File: src/rtl/gte_ctrl_pkg.sv
`default_nettype none
// ============================================================================
//  Package  : gte_ctrl_pkg
//  Purpose  : Shared types and widths for the GTE COP2 sequencer.
//             - e_cop2_state : sequencer state encoding
//             - c_CMD_W      : COP2 command word width
//             - c_REG_IDX_W  : GTE register index width (data 0-31, ctrl 32-63)
//  Revision : 1.0 - initial release
// ============================================================================
package gte_ctrl_pkg;

    localparam int c_CMD_W     = 25;
    localparam int c_REG_IDX_W = 6;

    // IDLE   : no command in flight, register ops may be served
    // LAUNCH : run pulse, pending word handed to the engine
    // SETTLE : engine executing flag is not yet valid
    // BUSY   : wait for the engine to drop executing
    typedef enum logic [1:0] {
        IDLE   = 2'd0,
        LAUNCH = 2'd1,
        SETTLE = 2'd2,
        BUSY   = 2'd3
    } e_cop2_state;

endpackage : gte_ctrl_pkg
`default_nettype wire

File: src/rtl/gte_busy_watchdog.sv
`default_nettype none
// ============================================================================
//  Module   : gte_busy_watchdog
//  Purpose  : Counts consecutive engine-busy cycles and raises a sticky error
//             once the count reaches WDOG_CYCLES. Purely observational.
//  Ports    : i_clk    - clock
//             i_nRst   - synchronous reset, active-low
//             i_busy   - engine executing flag
//             i_clr    - clears the sticky error (a same-cycle set wins)
//             o_err    - sticky watchdog error
//  Revision : 1.0 - initial release
// ============================================================================
module gte_busy_watchdog #(
    parameter int                WDOG_W      = 8,
    parameter logic [WDOG_W-1:0] WDOG_CYCLES = 8'd255
) (
    input  logic i_clk,
    input  logic i_nRst,
    input  logic i_busy,
    input  logic i_clr,
    output logic o_err
);

    // Count value that, when seen with busy still high, completes the limit.
    localparam logic [WDOG_W-1:0] c_LAST = WDOG_CYCLES - WDOG_W'(1);

    logic [WDOG_W-1:0] r_cnt;
    logic              r_err;
    logic              w_reach;

    // The flag sets only on the cycle the limit is reached; while the engine
    // stays stuck with a saturated counter a clear is therefore honoured.
    assign w_reach = i_busy && (r_cnt == c_LAST);

    always_ff @(posedge i_clk) begin
        if (!i_nRst) begin
            r_cnt <= '0;
            r_err <= 1'b0;
        end else begin
            if (!i_busy) begin
                r_cnt <= '0;
            end else if (r_cnt != WDOG_CYCLES) begin
                r_cnt <= r_cnt + WDOG_W'(1);
            end

            if (w_reach) begin
                r_err <= 1'b1;
            end else if (i_clr) begin
                r_err <= 1'b0;
            end
        end
    end

    assign o_err = r_err;

endmodule : gte_busy_watchdog
`default_nettype wire

File: src/rtl/gte_cop2_ctrl.sv
`default_nettype none
// ============================================================================
//  Module   : gte_cop2_ctrl
//  Purpose  : Sequences the GTE engine for the CPU COP2 port. Launches
//             commands through a one-deep pending slot, orders register
//             reads/writes behind command execution and stalls the CPU when
//             a request cannot be taken. Includes a busy-time watchdog.
//  Ports    : i_clk, i_nRst          - clock, synchronous active-low reset
//             i_cmdValid/i_cmdWord   - CPU COP2 command
//             i_regWr/i_regRd        - CPU register write / read request
//             i_regIdx/i_wdata       - register index and write data
//             o_rdata/o_rdValid      - registered read data and its pulse
//             o_stall                - CPU must hold its current request
//             o_gteRegID/o_gteWrite/o_gteDataOut/i_gteDataIn
//                                    - engine register port
//             o_gteInstr/o_gteRun/i_gteExecuting
//                                    - engine command port
//             o_wdogErr/i_wdogClr    - sticky watchdog error and its clear
//  Revision : 1.0 - initial release
// ============================================================================
module gte_cop2_ctrl
    import gte_ctrl_pkg::*;
#(
    parameter int                WDOG_W      = 8,
    parameter logic [WDOG_W-1:0] WDOG_CYCLES = 8'd255
) (
    input  logic                   i_clk,
    input  logic                   i_nRst,
    input  logic                   i_cmdValid,
    input  logic [c_CMD_W-1:0]     i_cmdWord,
    input  logic                   i_regWr,
    input  logic                   i_regRd,
    input  logic [c_REG_IDX_W-1:0] i_regIdx,
    input  logic [31:0]            i_wdata,
    output logic [31:0]            o_rdata,
    output logic                   o_rdValid,
    output logic                   o_stall,
    output logic [c_REG_IDX_W-1:0] o_gteRegID,
    output logic                   o_gteWrite,
    output logic [31:0]            o_gteDataOut,
    input  logic [31:0]            i_gteDataIn,
    output logic [c_CMD_W-1:0]     o_gteInstr,
    output logic                   o_gteRun,
    input  logic                   i_gteExecuting,
    output logic                   o_wdogErr,
    input  logic                   i_wdogClr
);

    // ------------------------------------------------------------------------
    // State
    // ------------------------------------------------------------------------
    e_cop2_state        r_state;
    e_cop2_state        w_stateNext;

    logic               r_pendValid;
    logic [c_CMD_W-1:0] r_pendWord;
    // Last launched word; keeps o_gteInstr stable while the engine executes.
    logic [c_CMD_W-1:0] r_lastInstr;

    logic [31:0]        r_rdata;
    logic               r_rdValid;

    // ------------------------------------------------------------------------
    // Acceptance decisions. Everything is gated by i_nRst so that nothing is
    // taken, launched or written while reset is asserted.
    // ------------------------------------------------------------------------
    logic w_drain;
    logic w_cmdAcc;
    logic w_regOk;
    logic w_wrAcc;
    logic w_rdAcc;

    // The pending slot is always full in LAUNCH and empties at its end, so a
    // new command can take the slot in the same cycle.
    assign w_drain  = (r_state == LAUNCH);
    assign w_cmdAcc = i_nRst && i_cmdValid && (!r_pendValid || w_drain);

    // Register traffic only when nothing is queued or running, which keeps
    // reads and writes ordered after every earlier command. A simultaneous
    // command takes priority over the register op.
    assign w_regOk  = i_nRst && (r_state == IDLE) && !r_pendValid && !i_cmdValid;
    assign w_wrAcc  = i_regWr && w_regOk;
    // A write and a read together is illegal; the write goes first.
    assign w_rdAcc  = i_regRd && !i_regWr && w_regOk;

    // ------------------------------------------------------------------------
    // FSM state register
    // ------------------------------------------------------------------------
    always_ff @(posedge i_clk) begin
        if (!i_nRst) begin
            r_state <= IDLE;
        end else begin
            r_state <= w_stateNext;
        end
    end

    // ------------------------------------------------------------------------
    // FSM next state and engine/CPU handshake outputs
    // ------------------------------------------------------------------------
    always_comb begin
        w_stateNext  = r_state;
        o_gteRun     = 1'b0;
        o_gteInstr   = '0;
        o_gteWrite   = 1'b0;
        o_gteRegID   = '0;
        o_gteDataOut = '0;
        o_stall      = 1'b0;

        case (r_state)
            IDLE: begin
                // A word left pending while the engine was still busy is
                // launched first; otherwise a freshly accepted command goes.
                if ((r_pendValid && !i_gteExecuting) || w_cmdAcc) begin
                    w_stateNext = LAUNCH;
                end
            end
            LAUNCH: begin
                w_stateNext = SETTLE;
            end
            SETTLE: begin
                // Engine raises executing one cycle after run; skip that
                // cycle so BUSY does not see a stale low.
                w_stateNext = BUSY;
            end
            BUSY: begin
                if (!i_gteExecuting) begin
                    w_stateNext = r_pendValid ? LAUNCH : IDLE;
                end
            end
            default: begin
                w_stateNext = IDLE;
            end
        endcase

        if (i_nRst) begin
            o_gteRun   = w_drain;
            o_gteInstr = w_drain ? r_pendWord : r_lastInstr;
            o_gteWrite = w_wrAcc;
            if (w_wrAcc || w_rdAcc) begin
                o_gteRegID = i_regIdx;
            end
            if (w_wrAcc) begin
                o_gteDataOut = i_wdata;
            end
            o_stall = (i_cmdValid && !w_cmdAcc)
                   || (i_regWr    && !w_wrAcc)
                   || (i_regRd    && !w_rdAcc);
        end
    end

    // ------------------------------------------------------------------------
    // Pending command slot
    // ------------------------------------------------------------------------
    always_ff @(posedge i_clk) begin
        if (!i_nRst) begin
            r_pendValid <= 1'b0;
            r_pendWord  <= '0;
            r_lastInstr <= '0;
        end else begin
            if (w_cmdAcc) begin
                r_pendValid <= 1'b1;
                r_pendWord  <= i_cmdWord;
            end else if (w_drain) begin
                r_pendValid <= 1'b0;
            end

            if (w_drain) begin
                r_lastInstr <= r_pendWord;
            end
        end
    end

    // ------------------------------------------------------------------------
    // Read return: engine data is combinational from o_gteRegID, so it is
    // captured at the end of the accept cycle and presented one cycle later.
    // ------------------------------------------------------------------------
    always_ff @(posedge i_clk) begin
        if (!i_nRst) begin
            r_rdata   <= '0;
            r_rdValid <= 1'b0;
        end else begin
            r_rdValid <= w_rdAcc;
            if (w_rdAcc) begin
                r_rdata <= i_gteDataIn;
            end
        end
    end

    assign o_rdata   = r_rdata;
    assign o_rdValid = r_rdValid;

    // ------------------------------------------------------------------------
    // Busy-time watchdog
    // ------------------------------------------------------------------------
    gte_busy_watchdog #(
        .WDOG_W      (WDOG_W),
        .WDOG_CYCLES (WDOG_CYCLES)
    ) u_wdog (
        .i_clk  (i_clk),
        .i_nRst (i_nRst),
        .i_busy (i_gteExecuting),
        .i_clr  (i_wdogClr),
        .o_err  (o_wdogErr)
    );

endmodule : gte_cop2_ctrl
`default_nettype wire

File: config.mk
export PLATFORM = sky130hd
export DESIGN_NAME = gte_cop2_ctrl
export DESIGN_NICKNAME = d
export VERILOG_FILES = /design/src/rtl/gte_ctrl_pkg.sv /design/src/rtl/gte_busy_watchdog.sv /design/src/rtl/gte_cop2_ctrl.sv
export SDC_FILE = /design/constraint.sdc
export NUM_CORES = 1
export LEC_CHECK = 0
export BUFFER_PORTS_ARGS = -buffer_cell sky130_fd_sc_hd__buf_2
export CORE_MARGIN = 2
export CORE_UTILIZATION = 49
export CTS_CLUSTER_DIAMETER = 30
export DETAILED_ROUTE_END_ITERATION = 8
export PLACE_DENSITY = 0.94
export RECOVER_POWER = 50
export SYNTH_ARGS = -nofsm -noshare
export SYNTH_HDL_FRONTEND = slang
export SYNTH_SLANG_ARGS = --single-unit
File: constraint.sdc
create_clock -name i_clk -period 5.32 [get_ports i_clk]
set_clock_uncertainty 0.2 [all_clocks]
set_input_delay 1.064 -clock i_clk [delete_from_list [all_inputs] [get_ports i_clk]]
set_output_delay 1.064 -clock i_clk [all_outputs]
set_load 0.02 [all_outputs]
==> results of run 1 <==
-- power groups by stage --
| stage | registers [mW] | logic (mW) | clock network, mW |
|---|---|---|---|
| 2_1_floorplan | 0.808 | 0.263 | 0 |
| 3_3_place_gp | 0.802 | 0.382 | 0 |
| 3_5_place_dp | 0.807 | 0.396 | 0 |
| 4_1_cts | 0.790 | 0.396 | 0.530 |
| 5_1_grt | 0.796 | 0.427 | 0.557 |
| 6_report | 0.791 | 0.391 | 0.513 |
-- path summary, 6_finish.rpt --
kind | end | depth (start not counted)
hold reg to reg | o_rdata[29] | 2
setup reg to reg | r_state[0] | 8
hold / removal | o_rdata[29] | 2
setup / recovery | o_stall | 6
-- flip-flops by register name, summed over array words and instances (netlist names) --
name,cells
o_rdata,32
r_state,2
r_pendValid,1
r_lastInstr,25
u_wdog.o_err,1
u_wdog.r_cnt,8
r_pendWord,25
o_rdValid,1
-- synthesized netlist by cell type, drive strengths merged, types with 2 or more instances --
library cell	instances	area share (%)
a211oi	4	0.76
a21boi	33	6.3
a21oi	5	0.64
a31oi	3	0.48
and2	8	1.3
and3	34	5.4
buf	8	1.6
clkbuf	24	2.3
dfxtp	95	48
ha	6	1.9
inv	7	0.67
mux2i	26	6.6
nand2	120	11
nand3	3	0.70
nor2	8	0.76
nor2b	27	4.3
nor3	2	0.25
o21ai	30	3.8
xnor2	3	0.67
-- layer usage --
| metal | share of wire (%) | global-route usage [%] |
|---|---|---|
| met1 | 39 | 26.3 |
| met2 | 53 | 44.8 |
| met4 | 2.5 | 9.18 |
| met5 | 0 | 0 |
| met3 | 6.5 | 5.40 |
-- placed cells by master (no fill, tap or decap), types with 2 or more instances in the layout --
cell type / n
sky130_fd_sc_hd__a21oi_1: 5
sky130_fd_sc_hd__nand2_1: 120
sky130_fd_sc_hd__a21boi_1: 25
sky130_fd_sc_hd__a21boi_0: 8
sky130_fd_sc_hd__xnor2_1: 3
sky130_fd_sc_hd__buf_4: 3
sky130_fd_sc_hd__mux2i_1: 26
sky130_fd_sc_hd__o21ai_0: 30
sky130_fd_sc_hd__a31oi_1: 3
sky130_fd_sc_hd__ha_1: 6
sky130_fd_sc_hd__nor2b_1: 27
sky130_fd_sc_hd__inv_8: 3
sky130_fd_sc_hd__and2_1: 8
sky130_fd_sc_hd__nand3_1: 2
sky130_fd_sc_hd__dfxtp_1: 95
sky130_fd_sc_hd__nor2_1: 8
sky130_fd_sc_hd__and3_1: 34
sky130_fd_sc_hd__inv_1: 7
sky130_fd_sc_hd__nor3_1: 2
sky130_fd_sc_hd__diode_2: 2
sky130_fd_sc_hd__a211oi_1: 4
sky130_fd_sc_hd__clkbuf_1: 37
sky130_fd_sc_hd__clkbuf_8: 9
sky130_fd_sc_hd__buf_2: 165
-- cells by family (layout without fill, tap and decap cells) --
kind of cell / Yosys count / after routing / share of synthesized area [%]
AND/OR/NAND/NOR: 206 / 206 / 24.9
flip-flops: 95 / 95 / 48.3
AO/OA/AOI/OAI: 79 / 79 / 12.9
buffers and inverters: 40 / 229 / 4.64
multiplexers: 26 / 26 / 6.62
adder cells (fa/ha/maj): 6 / 6 / 1.91
XOR/XNOR: 3 / 3 / 0.668
other: 0 / 2 / 0
-- worst max-delay path, cell delays in order --
cell,delay [ns]
sky130_fd_sc_hd__clkbuf_1,0.69
sky130_fd_sc_hd__inv_1,0.25
sky130_fd_sc_hd__nand3_4,0.36
sky130_fd_sc_hd__a221oi_1,0.17
sky130_fd_sc_hd__nor2b_1,0.12
sky130_fd_sc_hd__buf_2,0.18
-- stage by stage --
stage / util, % / total power [mW] / cells / setup slack (ns)
4_1_cts: 66.7 / 1.72 / 746 / 1.43
3_3_place_gp: 63.9 / 1.18 / 730 / 1.54
3_5_place_dp: 63.9 / 1.20 / 730 / 1.45
2_1_floorplan: - / 1.07 / 455 / 2.03
5_1_grt: 66.2 / 1.78 / 748 / 0.921
6_report: 66.2 / 1.70 / 748 / 1.21
-- layout make-up --
type	instances	share of cell area, %
clock buffers	9	2.41
well taps	102	2.48
multi-input cells	320	36.3
clock inverters	7	1.90
repair buffers	205	19.2
flip-flops and latches	95	37.0
inverters	8	0.609
diodes	2	0.0974
==> results.yml, run 1 <==
setup_path:
  critical_path.max_fanout: 35
  crit_type: "in -> out"
  timing.critical_path.required_ns: 4.06
  sort_of_element_at_the_end_of_the_critical_path: "primary output"
  worst_setup_path_start_kind: "primary input"
  r2r_start: "r_state[1]"
  cp.arrival_ns: 2.84
  reg2reg_slack_ns: 1.61
  crit_startpoint: "i_regWr"
pwr:
  netSwitchingPower_mw: 0.536
  power_frac_comb_pct: 23.0
  power_density_mw_per_mm2: 330
  p_int_mw: 1.16
  swShare_pct: 31.6
  maximum_vdd_ir_drop_mv: 0.288
  seq_power_share_pct: 46.7
  total_leakage_power_nw: 2.37
  clockPowerShare_pct: 30.3
drt:
  final_antenna_net_count: 0
  first_iter_violations: 216
  drt-total-wl_mm: 10.9
  post-route-drc-count: 0
  vias_after_detailed_routing: 3735
  vias_per_cell: 4.99
  drt_pre_antenna_iters: 4
  detail_route.wl_per_cell_um: 14.6
outcome:
  failed_checks: "capacitance limit, slew limit"
  outcome: "finished, violations left"
global_route:
  wire_length_of_the_first_global_routing_pass_mm: 16.4
  antenna_violations_before_repair: 2
  grt-ovfl-total: 0
  vias_in_the_first_global_route: 3528
  grt_util_all_layers_pct: 24.0
  grt_start_max_net_pins: 93
sta:
  tightestPinTransition_ns: 1.85
  finalHoldViolCount: 0
  max_slew_headroom_pct: -23.6
  finalHoldWorstSlack_ns: 0.262
  grt_setup_unrepaired: "no"
  timing_limited_maximum_frequency_mhz: 243
  period_needed_ns: 4.11
  post-route-period-util_pct: 77.2
  setup_viol: 0
  final-max-slew-violation-count: 53
  timing.setup.tns_ns: 0
floorplanning:
  floorplan.initialDensity_pct: 50.6
  die-height_um: 93.6
  pin_count: 202
  full_die_area_mm2: 0.00876
  num_rows: 32
  die-width_um: 93.6
  core_mm2: 0.00777
logic_synthesis:
  synthDistinctLibCells: 32
  syn_nets: 563
  synth-seq-area-share_pct: 48.3
  synth_enable_flop_cells: 0
  syn_area_mm2: 0.00393
  yosys_warnings: 0
  async_reset_ff_share_pct: 0
  synth_ff_type: "sky130_fd_sc_hd__dfxtp_1"
  instance_count_of_the_mapped_netlist: 455
  postSynthAreaPerCell_um2: 8.65
  synth-seq-cells: 95
cts:
  ctsResizeCount: 0
  holdBufCountCts: 0
  clk_pin_slew_worst_paths_ns: 0.10
  cts_tree: "done"
  clock_tree.buffer_depth: 2
  cts_buffers: 9
  numClockSinks: 95
  htreeDepth: 3
  post-cts-setup-buffers: 0
  root_buffer: "sky130_fd_sc_hd__clkbuf_8"
  worst_skew_pair.late_latency_ns: 0.35
placed_design:
  routabilityCongestion: 0.817
  cell_area_after_placement_mm2: 0.00496
  port_buffers: 201
  hpwlAfterDp_mm: 8.06
layout:
  syn_to_final_growth_pct: 30.6
  design_area_mm2: 0.00514
  area.sequential_mm2: 0.00190
  finalNetCount: 747
  multi_input_area_mm2: 0.00186
  post_route_cells_drive_above_1_share_pct: 29.0
  fillCellCount: 677
hold_path:
  hold_path_startpoint: "o_rdata[29]"
  hp-class: "reg -> reg"
run:
  max_capacitance_violation_total: 1
Power figures use the tool's default switching activity.
==> run 2: changes to the inputs <==
--- a/config.mk
+++ b/config.mk
@@ -7,10 +7,10 @@
 export LEC_CHECK = 0
 export BUFFER_PORTS_ARGS = -buffer_cell sky130_fd_sc_hd__buf_2
 export CORE_MARGIN = 2
-export CORE_UTILIZATION = 49
+export CORE_UTILIZATION = 41
 export CTS_CLUSTER_DIAMETER = 30
 export DETAILED_ROUTE_END_ITERATION = 8
-export PLACE_DENSITY = 0.94
+export PLACE_DENSITY = 0.85
 export RECOVER_POWER = 50
 export SYNTH_ARGS = -nofsm -noshare
 export SYNTH_HDL_FRONTEND = slang
==> constraint.sdc (replaced) <==
create_clock -name i_clk -period 3.6 [get_ports i_clk]
set_clock_uncertainty 0.2 [all_clocks]
set_input_delay 0.72 -clock i_clk [delete_from_list [all_inputs] [get_ports i_clk]]
set_output_delay 0.72 -clock i_clk [all_outputs]
set_load 0.02 [all_outputs]
==> run 2 against run 1 <==
Compared with the run above:
- the flow now finishes without violations
- wire length shrank 12%
- flip-flop and latch count unchanged
- count of clock-buffer cells in the layout up 1
- critical endpoint is now o_gteRegID[5]
- largest cell class unchanged
==> results.yml, run 2 (synthesized netlist as in run 1, its figures left out) <==
cts:
  ctsResizeCount: 0
  post-cts-setup-buffers: 0
  clock_tree.buffer_depth: 2
  clk_pin_slew_worst_paths_ns: 0.09
  cts_tree: "done"
  cts_buffers: 9
  htreeDepth: 3
  root_buffer: "sky130_fd_sc_hd__clkbuf_8"
  numClockSinks: 95
  holdBufCountCts: 0
  worst_skew_pair.late_latency_ns: 0.35
pwr:
  netSwitchingPower_mw: 0.736
  power_density_mw_per_mm2: 460
  power.total_mw: 2.36
  power_frac_comb_pct: 23.8
  seq_power_share_pct: 49.4
  maximum_vdd_ir_drop_mv: 0.263
  clockPowerShare_pct: 26.8
  total_leakage_power_nw: 2.35
  swShare_pct: 31.1
  p_int_mw: 1.63
drt:
  drt-total-wl_mm: 9.57
  vias_per_cell: 4.74
  final_antenna_net_count: 0
  vias_after_detailed_routing: 3665
  post-route-drc-count: 0
  first_iter_violations: 116
  detail_route.wl_per_cell_um: 12.4
  drt_pre_antenna_iters: 4
setup_path:
  crit_type: "reg -> out"
  cp.arrival_ns: 2.21
  critPathSlowestCell: "sky130_fd_sc_hd__dfxtp_1"
  sort_of_element_at_the_end_of_the_critical_path: "primary output"
  crit_family: "buffers and inverters"
  timing.reg2reg.worst_path_depth: 8
  reg2reg_slack_ns: 0.54
  critical_path_buf_inv_count: 3
  r2r_start: "r_state[0]"
  critical_path.max_fanout: 34
  cp_cell_sequence: "inv_1, ha_1, nor4bb_4, buf_4, o21a_1, and2_1, buf_2"
  worst_setup_path_start_kind: "register"
  critical_path.max_stage_delay_ns: 0.35
  timing.critical_path.required_ns: 2.68
  timing.rr.end: "o_rdata[28]"
sta:
  timing.final.ws_setup_ns: 0.470
  finalHoldWorstSlack_ns: 0.258
  period_needed_ns: 3.13
  max_slew_headroom_pct: 29.7
  finalHoldViolCount: 0
  grt_setup_unrepaired: "no"
  timing_limited_maximum_frequency_mhz: 319
  final-max-slew-violation-count: 0
  timing.setup.tns_ns: 0
  setup_viol: 0
  tightestPinTransition_ns: 1.05
  post-route-period-util_pct: 87.0
layout:
  finalNetCount: 748
  fillCellCount: 882
  most-common-layout-cells: "166 x sky130_fd_sc_hd__buf_2, 120 x sky130_fd_sc_hd__nand2_1, 95 x sky130_fd_sc_hd__dfxtp_1"
  post_layout_nonfiller_instances: 774
  largest_register_ffs: 32
  syn_to_final_growth_pct: 30.5
  num_antenna_cells: 0
  post_route_cells_drive_above_1_share_pct: 29.3
  mostFrequentLayoutCell: "sky130_fd_sc_hd__buf_2"
floorplanning:
  core_mm2: 0.00928
  die-width_um: 102
  die-height_um: 102
  full_die_area_mm2: 0.0104
  pin_count: 202
  floorplan.initialDensity_pct: 42.4
  num_rows: 35
placed_design:
  hpwlAfterDp_mm: 7.05
  preCtsSetupSlack_ns: 0.617
  place_inst: 758
  port_buffers: 201
  routabilityCongestion: 0.752
run:
  max_capacitance_violation_total: 0
hold_path:
  hold_path_startpoint: "o_rdata[31]"
  hp-class: "reg -> reg"
  hold_crit_depth: 2
  min_to: "o_rdata[31]"
global_route:
  grt_util_all_layers_pct: 17.6
  grt_start_max_net_pins: 93
  vias_in_the_first_global_route: 3457
  wire_length_of_the_first_global_routing_pass_mm: 14.8
  antenna_violations_before_repair: 0
  grt-ovfl-total: 0
outcome:
  outcome: "finished clean"
==> run 2: metrics by stage <==
stage,utilization (%),area [um^2]
5_1_grt,55.3,5130
2_1_floorplan,-,3930
6_report,55.3,5130
4_1_cts,55.8,5180
3_5_place_dp,53.9,5000
3_3_place_gp,53.9,5000
==> run 2: tightest hold or removal path, stage by stage, from the launching register on <==
cell and delay (ns):
sky130_fd_sc_hd__dfxtp_1 0.32, sky130_fd_sc_hd__nand2_1 0.05, sky130_fd_sc_hd__a21boi_1 0.05
==> run 2: routing by layer <==
metal | wire length [um] | vias up | track usage [%]
met2 | 4890 | 124 | 32.3
met3 | 562 | 13 | 3.76
met5 | 0 | - | 0
li1 | - | 1873 | -
met4 | 142 | 0 | 7.28
met1 | 3970 | 1655 | 19.6
==> run 2: worst max-delay path by stage <==
stage | cells after the start | end | startpoint
floorplan | 5 | o_stall | i_nRst
global placement | 6 | o_gteRegID[2] | i_cmdValid
detailed placement | 6 | o_gteRegID[5] | i_nRst
CTS | 7 | o_gteRegID[5] | r_state[1]
global route | 7 | o_gteRegID[5] | r_state[1]
finish | 7 | o_gteRegID[5] | r_state[1]
==> run 2: cell type report <==
class                      instances  area (um^2)  area share [%]
clock buffer                      10          128            2.49
multi-input combinational        320         1860            36.3
sequential                        95         1900            37.0
tap                              129          161            3.14
timing repair buffer             206          997            19.4
clock inverter                     6         50.0           0.975
inverter                           8         31.3           0.609
==> run 2: power groups by stage <==
stage | Combinational, mW | Clock (mW) | Sequential [mW]
6_report | 0.562 | 0.634 | 1.17
5_1_grt | 0.624 | 0.716 | 1.18
4_1_cts | 0.575 | 0.670 | 1.17
3_5_place_dp | 0.572 | 0 | 1.19
3_3_place_gp | 0.553 | 0 | 1.19
2_1_floorplan | 0.389 | 0 | 1.19
==> run 3: changes to the inputs <==
--- a/config.mk
+++ b/config.mk
@@ -6,7 +6,6 @@
 export NUM_CORES = 1
 export LEC_CHECK = 0
 export BUFFER_PORTS_ARGS = -buffer_cell sky130_fd_sc_hd__buf_2
-export CORE_MARGIN = 2
 export CORE_UTILIZATION = 41
 export CTS_CLUSTER_DIAMETER = 30
 export DETAILED_ROUTE_END_ITERATION = 8
==> constraint.sdc (replaced) <==
create_clock -name i_clk -period 2.56 [get_ports i_clk]
set_clock_uncertainty 0.2 [all_clocks]
set_input_delay 0.512 -clock i_clk [delete_from_list [all_inputs] [get_ports i_clk]]
set_output_delay 0.512 -clock i_clk [all_outputs]
set_load 0.02 [all_outputs]
==> run 3 against run 2 <==
Compared with the run above:
- utilization increased by 1.8 points
- first-iteration DRC count decreased by 4.3%
- largest power group unchanged
- non-clock buffer count increased by 14
- critical path type unchanged
- register-to-register slack got worse by 0.42 ns
- final cell count increased by 1.8%
- critical path depth increased by 1
- flip-flop and latch count unchanged
- worst hold slack got worse by 0.11 ns
==> results.yml, run 3 (synthesized netlist as in run 1, its figures left out) <==
global_route:
  grt_util_all_layers_pct: 18.4
  grtUsageMet2_pct: 34.1
  grt_util_met1_pct: 20.2
  grt-ovfl-total: 0
  groute.layer.met3.usage_pct: 4.53
  vias_in_the_first_global_route: 3373
  grt-busiest-layer: "met2"
  wire_length_of_the_first_global_routing_pass_mm: 14.7
  grt_start_max_net_pins: 93
  antenna_violations_before_repair: 0
placed_design:
  routabilityCongestion: 0.786
  port_buffers: 201
  preCtsSetupSlack_ns: 0.132
  hpwlAfterDp_mm: 7.06
  place_inst: 760
  cell_area_after_placement_mm2: 0.00504
setup_path:
  crit_type: "reg -> out"
  critPathMostFrequentCell: "sky130_fd_sc_hd__buf_4"
  cp_cell_sequence: "inv_2, ha_4, nor4bb_4, buf_4, nand3_4, a221oi_2, nor2b_1, buf_4"
  critical_path.max_stage_delay_ns: 0.33
  worst_setup_path_start_kind: "register"
  critical_path.max_fanout: 4
  cp.arrival_ns: 1.82
  timing.critical_path.required_ns: 1.85
  critPathSlowestCell: "sky130_fd_sc_hd__dfxtp_2"
  sort_of_element_at_the_end_of_the_critical_path: "primary output"
drt:
  drt-total-wl_mm: 9.97
  first_iter_violations: 111
  vias_per_cell: 4.74
  final_antenna_net_count: 0
  post-route-drc-count: 0
  drt_pre_antenna_iters: 5
  vias_after_detailed_routing: 3739
  detail_route.wl_per_cell_um: 12.7
sta:
  post-route-period-util_pct: 99.0
  finalHoldWorstSlack_ns: 0.152
  finalHoldViolCount: 0
  timing.final.ws_setup_ns: 0.0256
  timing.setup.tns_ns: 0
  max_slew_headroom_pct: 45.7
  final-max-slew-violation-count: 0
  tightestPinTransition_ns: 0.814
  grt_setup_unrepaired: "yes"
  timing_limited_maximum_frequency_mhz: 395
  period_needed_ns: 2.53
  setup_viol: 0
cts:
  worst_skew_pair.late_latency_ns: 0.34
  root_buffer: "sky130_fd_sc_hd__clkbuf_8"
  cts_tree: "done"
  cts_buffers: 9
  clk_pin_slew_worst_paths_ns: 0.09
  numClockSinks: 95
  clock_tree.buffer_depth: 2
  htreeDepth: 3
pwr:
  power.total_mw: 3.50
  power_density_mw_per_mm2: 661
  total_leakage_power_nw: 2.44
  maximum_vdd_ir_drop_mv: 0.420
layout:
  most-common-layout-cells: "166 x sky130_fd_sc_hd__buf_2, 120 x sky130_fd_sc_hd__nand2_1, 93 x sky130_fd_sc_hd__dfxtp_1"
  post_route_cells_drive_above_1_share_pct: 32.2
  post_layout_nonfiller_instances: 788
  design_area_mm2: 0.00530
  largest_register_ffs: 32
  finalNetCount: 762
  num_antenna_cells: 0
  mostFrequentLayoutCell: "sky130_fd_sc_hd__buf_2"
  syn_to_final_growth_pct: 34.7
  finish.utilization_pct: 57.1
run:
  max_capacitance_violation_total: 0
hold_path:
  hp-class: "in -> reg"
floorplanning:
  die-height_um: 100
  pin_count: 202
  core_mm2: 0.00928
  die-width_um: 100
  full_die_area_mm2: 0.00999
  floorplan.initialDensity_pct: 42.4
  num_rows: 35
outcome:
  outcome: "finished clean"
## run 3: cell count changes in the layout (fill, tap and decap cells not counted), moves of 2 or more
cell                         delta
sky130_fd_sc_hd__dfxtp_2        +2
sky130_fd_sc_hd__ha_1           -2
sky130_fd_sc_hd__inv_1          -2
sky130_fd_sc_hd__clkinvlp_4     +2
sky130_fd_sc_hd__inv_6          -2
sky130_fd_sc_hd__inv_2          +2
sky130_fd_sc_hd__buf_4         +11
sky130_fd_sc_hd__dfxtp_1        -2
sky130_fd_sc_hd__a21boi_0      -16
sky130_fd_sc_hd__a21boi_1      +16
## run 3: repair_timing
item,CTS,global route
pin swaps,3,3
endpoints found under the setup margin,44,58
buffers inserted,7,3
gates resized for setup,10,3
hold buffers,0,0
gates cloned,0,2
## run 3: where the power goes
| group | internal, mW | switching, mW |
|---|---|---|
| Clock | 0.357 | 0.522 |
| Combinational | 0.466 | 0.518 |
| Sequential | 1.59 | 0.0530 |
## run 3: critical path: cells and delay by family (launching register included)
kind                       cells  cell delay [ns]
AOI/OAI and AO/OA              1             0.28
adders and majority gates      1             0.13
buffers and inverters          3             0.41
DFF                            1             0.33
and+or+nand+nor                3             0.33
## run 3: path summary, 6_finish.rpt
kind / depth (start not counted) / from / endpoint / slack, ns
worst min register to register: 2 / r_pendWord[20] / r_pendWord[20] / 0.26
worst min-delay path: 3 / i_cmdWord[12] / r_pendWord[12] / 0.15
worst max register to register: 11 / r_state[0] / o_rdata[28] / 0.12
worst max-delay path: 8 / r_state[0] / o_stall / 0.03
## run 3: metal layers
layer | vias to the layer above | share of wire [%]
li1 | 1895 | -
met1 | 1700 | 43
met2 | 135 | 50
met3 | 9 | 5.9
met4 | 0 | 1.0
met5 | - | 0
## run 3: layout make-up
| type | count | area [um^2] |
|---|---|---|
| clock buffers | 10 | 128 |
| clock inverters | 6 | 45.0 |
| fillers | 876 | 3990 |
| inverters | 8 | 32.5 |
| multi-input cells | 320 | 1890 |
| flip-flops and latches | 95 | 1900 |
| well taps | 129 | 161 |
| repair buffers | 220 | 1140 |
